File: src/rtl/uart_tx_ctrl.sv
// UART transmit sequencer: programs the clock generator divider and serialises
// start / 8 data (LSB first) / optional parity / stop bits on txd.
module uart_tx_ctrl #(
    parameter logic [7:0] RESET_DIV = 8'd0
) (
    input  logic       clk,
    input  logic       rst_n,
    input  logic       cfg_div_valid,
    input  logic [7:0] cfg_div,
    input  logic [7:0] tx_data,
    input  logic       tx_parity_en,
    input  logic       tx_parity_odd,
    input  logic       tx_valid,
    output logic       tx_ready,
    output logic       tx_busy,
    output logic       txd,
    output logic       gen_en,
    output logic       gen_div_valid,
    output logic [7:0] gen_div,
    input  logic       gen_falling_edge
);

    typedef enum logic [2:0] {
        IDLE,
        CONFIG,
        START,
        DATA,
        PARITY,
        STOP
    } state_t;

    state_t     state, state_nx;
    logic [7:0] shift, shift_nx;
    logic [2:0] bit_cnt, bit_cnt_nx;
    logic       par_en_q;
    logic       par_bit_q;
    logic [7:0] pending_div;
    logic       div_pending;
    logic       accept;
    logic       txd_nx;

    always_comb begin
        state_nx   = state;
        shift_nx   = shift;
        bit_cnt_nx = bit_cnt;
        accept     = 1'b0;
        tx_ready   = 1'b0;
        txd_nx     = 1'b1;
        case (state)
            IDLE: begin
                tx_ready = ~div_pending;
                if (div_pending) begin
                    state_nx = CONFIG;
                end else if (tx_valid) begin
                    accept   = 1'b1;
                    shift_nx = tx_data;
                    state_nx = START;
                end
            end
            CONFIG: state_nx = IDLE;
            START: begin
                if (gen_falling_edge) begin
                    state_nx   = DATA;
                    bit_cnt_nx = 3'd0;
                end
            end
            DATA: begin
                if (gen_falling_edge) begin
                    shift_nx   = {1'b0, shift[7:1]};
                    bit_cnt_nx = bit_cnt + 3'd1;
                    if (bit_cnt == 3'd7) begin
                        state_nx = par_en_q ? PARITY : STOP;
                    end
                end
            end
            PARITY: if (gen_falling_edge) state_nx = STOP;
            STOP:   if (gen_falling_edge) state_nx = IDLE;
            default: state_nx = IDLE;
        endcase
        // txd is registered, so it is driven from the level of the state being entered
        case (state_nx)
            START:   txd_nx = 1'b0;
            DATA:    txd_nx = shift_nx[0];
            PARITY:  txd_nx = par_bit_q;
            default: txd_nx = 1'b1;
        endcase
    end

    always_ff @(posedge clk or negedge rst_n) begin
        if (!rst_n) begin
            state     <= CONFIG;
            shift     <= 8'd0;
            bit_cnt   <= 3'd0;
            par_en_q  <= 1'b0;
            par_bit_q <= 1'b0;
            txd       <= 1'b1;
        end else begin
            state   <= state_nx;
            shift   <= shift_nx;
            bit_cnt <= bit_cnt_nx;
            txd     <= txd_nx;
            if (accept) begin
                par_en_q  <= tx_parity_en;
                par_bit_q <= (^tx_data) ^ tx_parity_odd;
            end
        end
    end

    // A strobe always wins over the CONFIG clear so a same-cycle update forces another pass
    always_ff @(posedge clk or negedge rst_n) begin
        if (!rst_n) begin
            pending_div <= RESET_DIV;
            div_pending <= 1'b1;
        end else if (cfg_div_valid) begin
            pending_div <= cfg_div;
            div_pending <= 1'b1;
        end else if (state == CONFIG) begin
            div_pending <= 1'b0;
        end
    end

    assign tx_busy       = (state == START) || (state == DATA) ||
                           (state == PARITY) || (state == STOP);
    assign gen_en        = tx_busy || accept;
    assign gen_div_valid = (state == CONFIG) && rst_n;
    assign gen_div       = pending_div;

endmodule

File: config.mk
export PLATFORM = sky130hd
export DESIGN_NAME = uart_tx_ctrl
export DESIGN_NICKNAME = d
export VERILOG_FILES = /design/src/rtl/uart_tx_ctrl.sv
export SDC_FILE = /design/constraint.sdc
export NUM_CORES = 1
export LEC_CHECK = 0
export CAP_MARGIN = 20
export CORE_MARGIN = 1.5
export CORE_UTILIZATION = 53
export CTS_BUF_LIST = sky130_fd_sc_hd__clkbuf_8
export DETAILED_ROUTE_END_ITERATION = 6
export MAX_ROUTING_LAYER = met4
export PLACE_DENSITY = 0.93
export SETUP_SLACK_MARGIN = 0.5
export SLEW_MARGIN = 25
export SYNTH_ARGS = -nofsm -noshare
export SYNTH_HDL_FRONTEND = slang
export SYNTH_SLANG_ARGS = --single-unit
File: constraint.sdc
create_clock -name clk -period 4.8 [get_ports clk]
set_clock_uncertainty 0.1 [all_clocks]
set_input_delay 0.48 -clock clk [delete_from_list [all_inputs] [get_ports clk]]
set_output_delay 0.48 -clock clk [all_outputs]
set_load 0.02 [all_outputs]
==> impl_metrics.tcl, run 1 <==
set metrics [dict create \
    outcome "complete, no violations" \
    cts_buffers 3 \
    place.port_buffers 35 \
    insertion_delay_ns 0.26 \
    track_usage_pct 22.6 \
    period_needed_ns 2.62 \
    setup-tns-final_ns 0 \
    met2_usage_pct 37.6 \
    dp_hpwl_um 1870 \
    cts_setup_buffers 0 \
    final_nets 172 \
    synth_edf_count 0 \
    area_growth_syn_to_layout_pct 31.6 \
    grt_pass1_vias 1025 \
    routed_via_density 5.63 \
    num_rows 17 \
    antenna_left 0 \
    cpPeakStageDelay_ns 0.61 \
    post-route-period-util_pct 54.6 \
    crit_fanout 27 \
    cts_buffer_depth 2 \
    num_antenna_cells 0 \
    slew_violations 0 \
    setup_ws_ns 2.18 \
    final_cell_area_mm2 0.00169 \
    yosysUniqueCellTypes 34 \
    place_ws_ns 2.14 \
    synthesis.nets 136 \
    place_inst 170 \
    tritoncts "yes" \
    cts_root_buf "clkbuf_8" \
    final_hold_viol_count 0 \
    path_clk_slew_ns 0.09 \
    hp-class "flip-flop to flip-flop" \
    p_seq_share_pct 45.7 \
    first_iter_violations 40 \
    placed_cell_area_mm2 0.00163 \
    crit_top_cell "clkdlybuf4s50_1" \
    core_mm2 0.00225 \
    syn-cell-area_mm2 0.00128 \
    die_y_um 52.2 \
    route.detailed.drc 0 \
    grt_max_degree 28 \
    power.density_mw_per_mm2 477 \
    ys_ff_latch 26 \
    syn_area_per_cell_um2 11.5 \
    h-tree-depth 1 \
    max_freq_mhz 381 \
    routed_wl_um 2490 \
    combPwrFrac_pct 37.0 \
    fill_cells 170 \
    route.vias.total 980 \
    p_switching_mw 0.278 \
    fin_hold_ws_ns 0.385 \
    die-area_mm2 0.00272 \
    rsz0062_at_grt "no" \
    yosysMostFrequentCell "dfrtp_1" \
    fin_util_pct 74.8 \
    critPathTopFamily "buffers and inverters" \
    grt_util_met3_pct 4.89 \
    slowest_stage "clkdlybuf4s50_1" \
    grt_first_pass_wirelength_um 4420 \
    synthArstFlopShare_pct 100 \
    initial_core_util_pct 56.8 \
    ys_seq_area_share_pct 51.1 \
    ctsHoldBuffers 0 \
    endpoint_kind "primary output" \
    required_ns 4.22 \
    gp_congestion 0.875 \
    synth_cells 111 \
    worstMarginPinSlew_ns 0.421 \
    p_leak_nw 0.784 \
    layoutNonFillerInstCount 174 \
    power_mw 0.805 \
    post_drt_wl_per_cell_um 14.3 \
    pwr-share-clk_pct 17.3 \
    first_pass_iters 5 \
    synth_area_leaders "dfrtp_1, mux2_2, dfstp_2" \
    die_w_um 52.2 \
    synth_top_cell_by_area "dfrtp_1" \
    crit_arrival_ns 2.04 \
    cp_cell_sequence "clkdlybuf4s50_1 -> buf_4 -> inv_1 -> nor2_1 -> clkdlybuf4s50_1" \
    crit_buf_inv 4 \
    synth_common_cells "dfrtp_1, nand2_1, inv_1, mux2_2, a222oi_1" \
    layout-drive-gt1-share_pct 14.4 \
    vdd_drop_max_v 0.000340 \
    ios 36 \
    p_sw_share_pct 34.5 \
    slew_headroom_pct 71.2 \
    cts_sinks 26 \
    antenna_found_initial 0 \
    path_class "input port to primary output" \
    cts_resized 0 \
    top_usage_layer "met2" \
    drv_cap 0 \
    ys_warn_count 0 \
    setup_viol 0 \
    overflow 0 \
    critPathLaunchType "input port" \
    intPower_mw 0.527 \
    use_met1_pct 28.5 \
    synth_top_flop_cell "dfrtp_1" \
    yosysTopAreaCellShare_pct 44.9 \
]
## routing by layer
layer | vias up | wire length (um)
met5 | - | 0
met4 | 0 | 23
met3 | 4 | 145
met2 | 38 | 1230
met1 | 477 | 1090
li1 | 461 | -
## worst paths after layout
path | start | to | slack, ns | cells after the start
setup reg to reg | state[0]$_DFF_PN1_ | txd$_DFF_PN1_ | 3.03 | 4
hold / removal | par_en_q$_DFFE_PN0P_ | par_en_q$_DFFE_PN0P_ | 0.38 | 2
min in group asynchronous | rst_n | bit_cnt[2]$_DFFE_PN0P_ | 0.46 | 2
max in group asynchronous | rst_n | div_pending$_DFFE_PN1P_ | 3.84 | 2
setup / recovery | rst_n | gen_div_valid | 2.18 | 5
hold reg to reg | par_en_q$_DFFE_PN0P_ | par_en_q$_DFFE_PN0P_ | 0.38 | 2
## layout by cell type (no fill, tap or decap)
| cell type | Yosys | layout |
|---|---|---|
| xnor2_1 | 6 | 6 |
| a22o_1 | 1 | 1 |
| xor2_1 | 2 | 2 |
| a211oi_1 | 1 | 1 |
| nand2_1 | 14 | 14 |
| nand3_1 | 1 | 1 |
| clkbuf_8 | 0 | 4 |
| and2b_1 | 1 | 1 |
| a21o_1 | 2 | 2 |
| o21ai_0 | 4 | 4 |
| o21ai_2 | 1 | 1 |
| a2111oi_0 | 1 | 1 |
| and3_1 | 2 | 2 |
| a21boi_0 | 1 | 1 |
| nor4b_2 | 1 | 1 |
| and2_1 | 1 | 1 |
| a22oi_1 | 1 | 1 |
| nor2b_1 | 1 | 1 |
| a221oi_1 | 1 | 1 |
| a22o_2 | 1 | 1 |
| dfstp_2 | 3 | 3 |
| a222oi_1 | 7 | 7 |
| nor2_1 | 3 | 3 |
| inv_2 | 1 | 1 |
| ha_1 | 2 | 2 |
| mux2_2 | 8 | 8 |
| xnor3_1 | 1 | 1 |
| clkdlybuf4s50_1 | 0 | 35 |
| nand2b_1 | 2 | 2 |
| and4_1 | 1 | 1 |
| nor4_4 | 1 | 1 |
| buf_4 | 0 | 1 |
| dfrtp_1 | 23 | 23 |
| inv_1 | 11 | 11 |
## logic make-up (layout without fill, tap and decap cells)
family	after synthesis	after routing	share of synthesized area, %
buffers and inverters	17	52	6.83
AOI/OAI and AO/OA	21	21	13.5
xor gates and xnor gates	9	9	7.23
muxes	8	8	7.03
DFF	26	26	51.1
and+or+nand+nor	28	28	12.4
adders and majority gates	2	2	1.95
## tightest hold or removal path, delay by kind of cell (launching register included)
family,cells,cell delay [ns]
flops,1,0.35
simple gates,2,0.11
## sequential cells by signal, indices dropped and copies added (netlist names)
name,flops
gen_div,8
bit_cnt,3
txd,1
par_en_q,1
par_bit_q,1
div_pending,1
state,3
shift,8
## final cells by class
type	count	area [um^2]	area share [%]
sequential	26	654	38.8
multi-input combinational	68	539	32.0
timing repair buffer	36	358	21.2
clock buffer	4	55.1	3.26
inverter	12	45.0	2.67
tap	28	35.0	2.08
## power by group through the flow
stage / clock [mW] / sequential (mW) / combinational [mW]
3_3_place_gp: 0 / 0.364 / 0.287
5_1_grt: 0.151 / 0.380 / 0.332
6_report: 0.139 / 0.368 / 0.298
4_1_cts: 0.142 / 0.367 / 0.301
3_5_place_dp: 0 / 0.370 / 0.300
2_1_floorplan: 0 / 0.352 / 0.223
Power figures use the tool's default switching activity.
==> run 2: changes to the inputs <==
Settings changed: CORE_ASPECT_RATIO from default to 2, CORE_UTILIZATION 53 to 49, PLACE_DENSITY 0.93 to 0.88.
Clock period 4.8 ns to 2.55 ns, I/O delays scaled along.
==> impl_metrics.tcl, run 2 (synthesized netlist as in run 1, its figures left out) <==
set metrics [dict create \
    die-area_mm2 0.00295 \
    critPathTopFamily "simple AND/OR/NAND/NOR gates" \
    route.vias.total 1033 \
    die_y_um 75.3 \
    grt_pass1_vias 1088 \
    h-tree-depth 1 \
    p_leak_nw 0.826 \
    p_switching_mw 0.571 \
    route.detailed.drc 0 \
    cts_sinks 26 \
    max_freq_mhz 505 \
    fin_hold_ws_ns 0.283 \
    required_ns 2.19 \
    num_rows 26 \
    overflow 0 \
    die_w_um 39.2 \
    combPwrFrac_pct 38.2 \
    endpoint_kind "primary output" \
    power.density_mw_per_mm2 956 \
    drv_cap 0 \
    insertion_delay_ns 0.27 \
    ios 36 \
    r2r-end "txd$_DFF_PN1_" \
    seqCellArea_um2 657 \
    multiInputGateArea_um2 549 \
    final_nets 174 \
    critPathLaunch "state[2]$_DFF_PN0_" \
    gp_congestion 0.797 \
    layout-drive-gt1-share_pct 18.2 \
    crit_buf_inv 1 \
    post-route-period-util_pct 77.7 \
    cpPeakStageDelay_ns 0.48 \
    p_seq_share_pct 41.5 \
    final_common_cell "clkdlybuf4s50_1" \
    tritoncts "yes" \
    cts_buffer_depth 2 \
    post_drt_wl_per_cell_um 17.3 \
    cp_cell_sequence "nor4_4 -> nand2_2 -> nand2_1 -> dlygate4sd2_1" \
    path_class "flip-flop to primary output" \
    rr_startpoint "state[0]$_DFF_PN1_" \
    p_sw_share_pct 34.5 \
    cts_buffers 3 \
    crit_arrival_ns 1.63 \
    initial_core_util_pct 51.1 \
    first_iter_violations 79 \
    worstMarginPinSlew_ns 0.418 \
    crit_fanout 6 \
    slew_violations 0 \
    grt_first_pass_wirelength_um 4750 \
    dp_hpwl_um 2300 \
    fill_cells 186 \
    reg2reg_slack_ns 0.72 \
    cts_root_buf "clkbuf_8" \
    mostFrequentLayoutCells "clkdlybuf4s50_1, dfrtp_1, nand2_1" \
    outcome "complete, no violations" \
    period_needed_ns 1.98 \
    core_mm2 0.00250 \
    reg2reg_depth 5 \
    final_hold_viol_count 0 \
    vdd_drop_max_v 0.000752 \
    area_growth_syn_to_layout_pct 35.1 \
    num_antenna_cells 0 \
    track_usage_pct 24.3 \
    hp-class "input port to asynchronous set/reset pin" \
    grt_max_degree 27 \
    first_pass_iters 4 \
    critPathLaunchType "flip-flop" \
    place.port_buffers 35 \
    slew_headroom_pct 72.0 \
    rsz0062_at_grt "no" \
    routed_via_density 5.87 \
    fin_util_pct 69.1 \
    routed_wl_um 3040 \
    pwr-share-clk_pct 20.2 \
    intPower_mw 1.08 \
    antenna_found_initial 0 \
    antenna_left 0 \
    setup_viol 0 \
    path_clk_slew_ns 0.08 \
    setup-tns-final_ns 0 \
    slowest_stage "dfrtp_2" \
]
## run 2: layout make-up
class                   instances  share of cell area [%]
clock buffers                   3                    2.39
repair buffers                 38                    21.5
flip-flops and latches         26                    38.0
well taps                      28                    2.02
multi-input cells              68                    31.7
inverters                      12                    2.60
clock inverters                 1                    1.74
## run 2: stage by stage
step	total power [mW]	setup WS, ns	instance area [um^2]	cells
2_1_floorplan	1.08	0.851	1280	111
3_3_place_gp	1.24	0.598	1630	170
3_5_place_dp	1.29	0.535	1630	170
4_1_cts	1.64	0.487	1720	176
5_1_grt	1.74	0.509	1730	176
6_report	1.65	0.568	1730	176
## run 2: repair_timing
action,CTS,global route
endpoints found under the hold margin,0,0
gates cloned,0,0
buffers inserted,2,0
gates resized for setup,2,5
setup endpoints to repair,4,3
hold buffers,0,0
pin swaps,0,0
## run 2: routing by layer
| metal | part of all wire, % | vias to the layer above | wire length [um] | GRT usage [%] |
|---|---|---|---|---|
| met5 | 0 | - | 0 | - |
| met4 | 2.7 | 0 | 81 | 11.1 |
| met3 | 3.6 | 9 | 110 | 3.79 |
| met2 | 61 | 39 | 1850 | 44.1 |
| met1 | 33 | 521 | 997 | 24.0 |
| li1 | - | 464 | - | - |
## run 2: how the worst max path moves through the flow
stage,endpoint,slack (ns),cells after the start
after global routing,gen_en,0.51,4
after CTS,tx_busy,0.49,3
after floorplan,txd$_DFF_PN1_,0.85,5
after global placement,gen_en,0.60,4
after detailed placement,gen_en,0.54,4
final,gen_en,0.57,4
## run 2: power by group through the flow
stage	registers, mW	clock network, mW	logic [mW]
3_3_place_gp	0.684	0	0.555
4_1_cts	0.676	0.341	0.626
2_1_floorplan	0.663	0	0.419
5_1_grt	0.702	0.350	0.693
6_report	0.687	0.335	0.632
3_5_place_dp	0.703	0	0.583
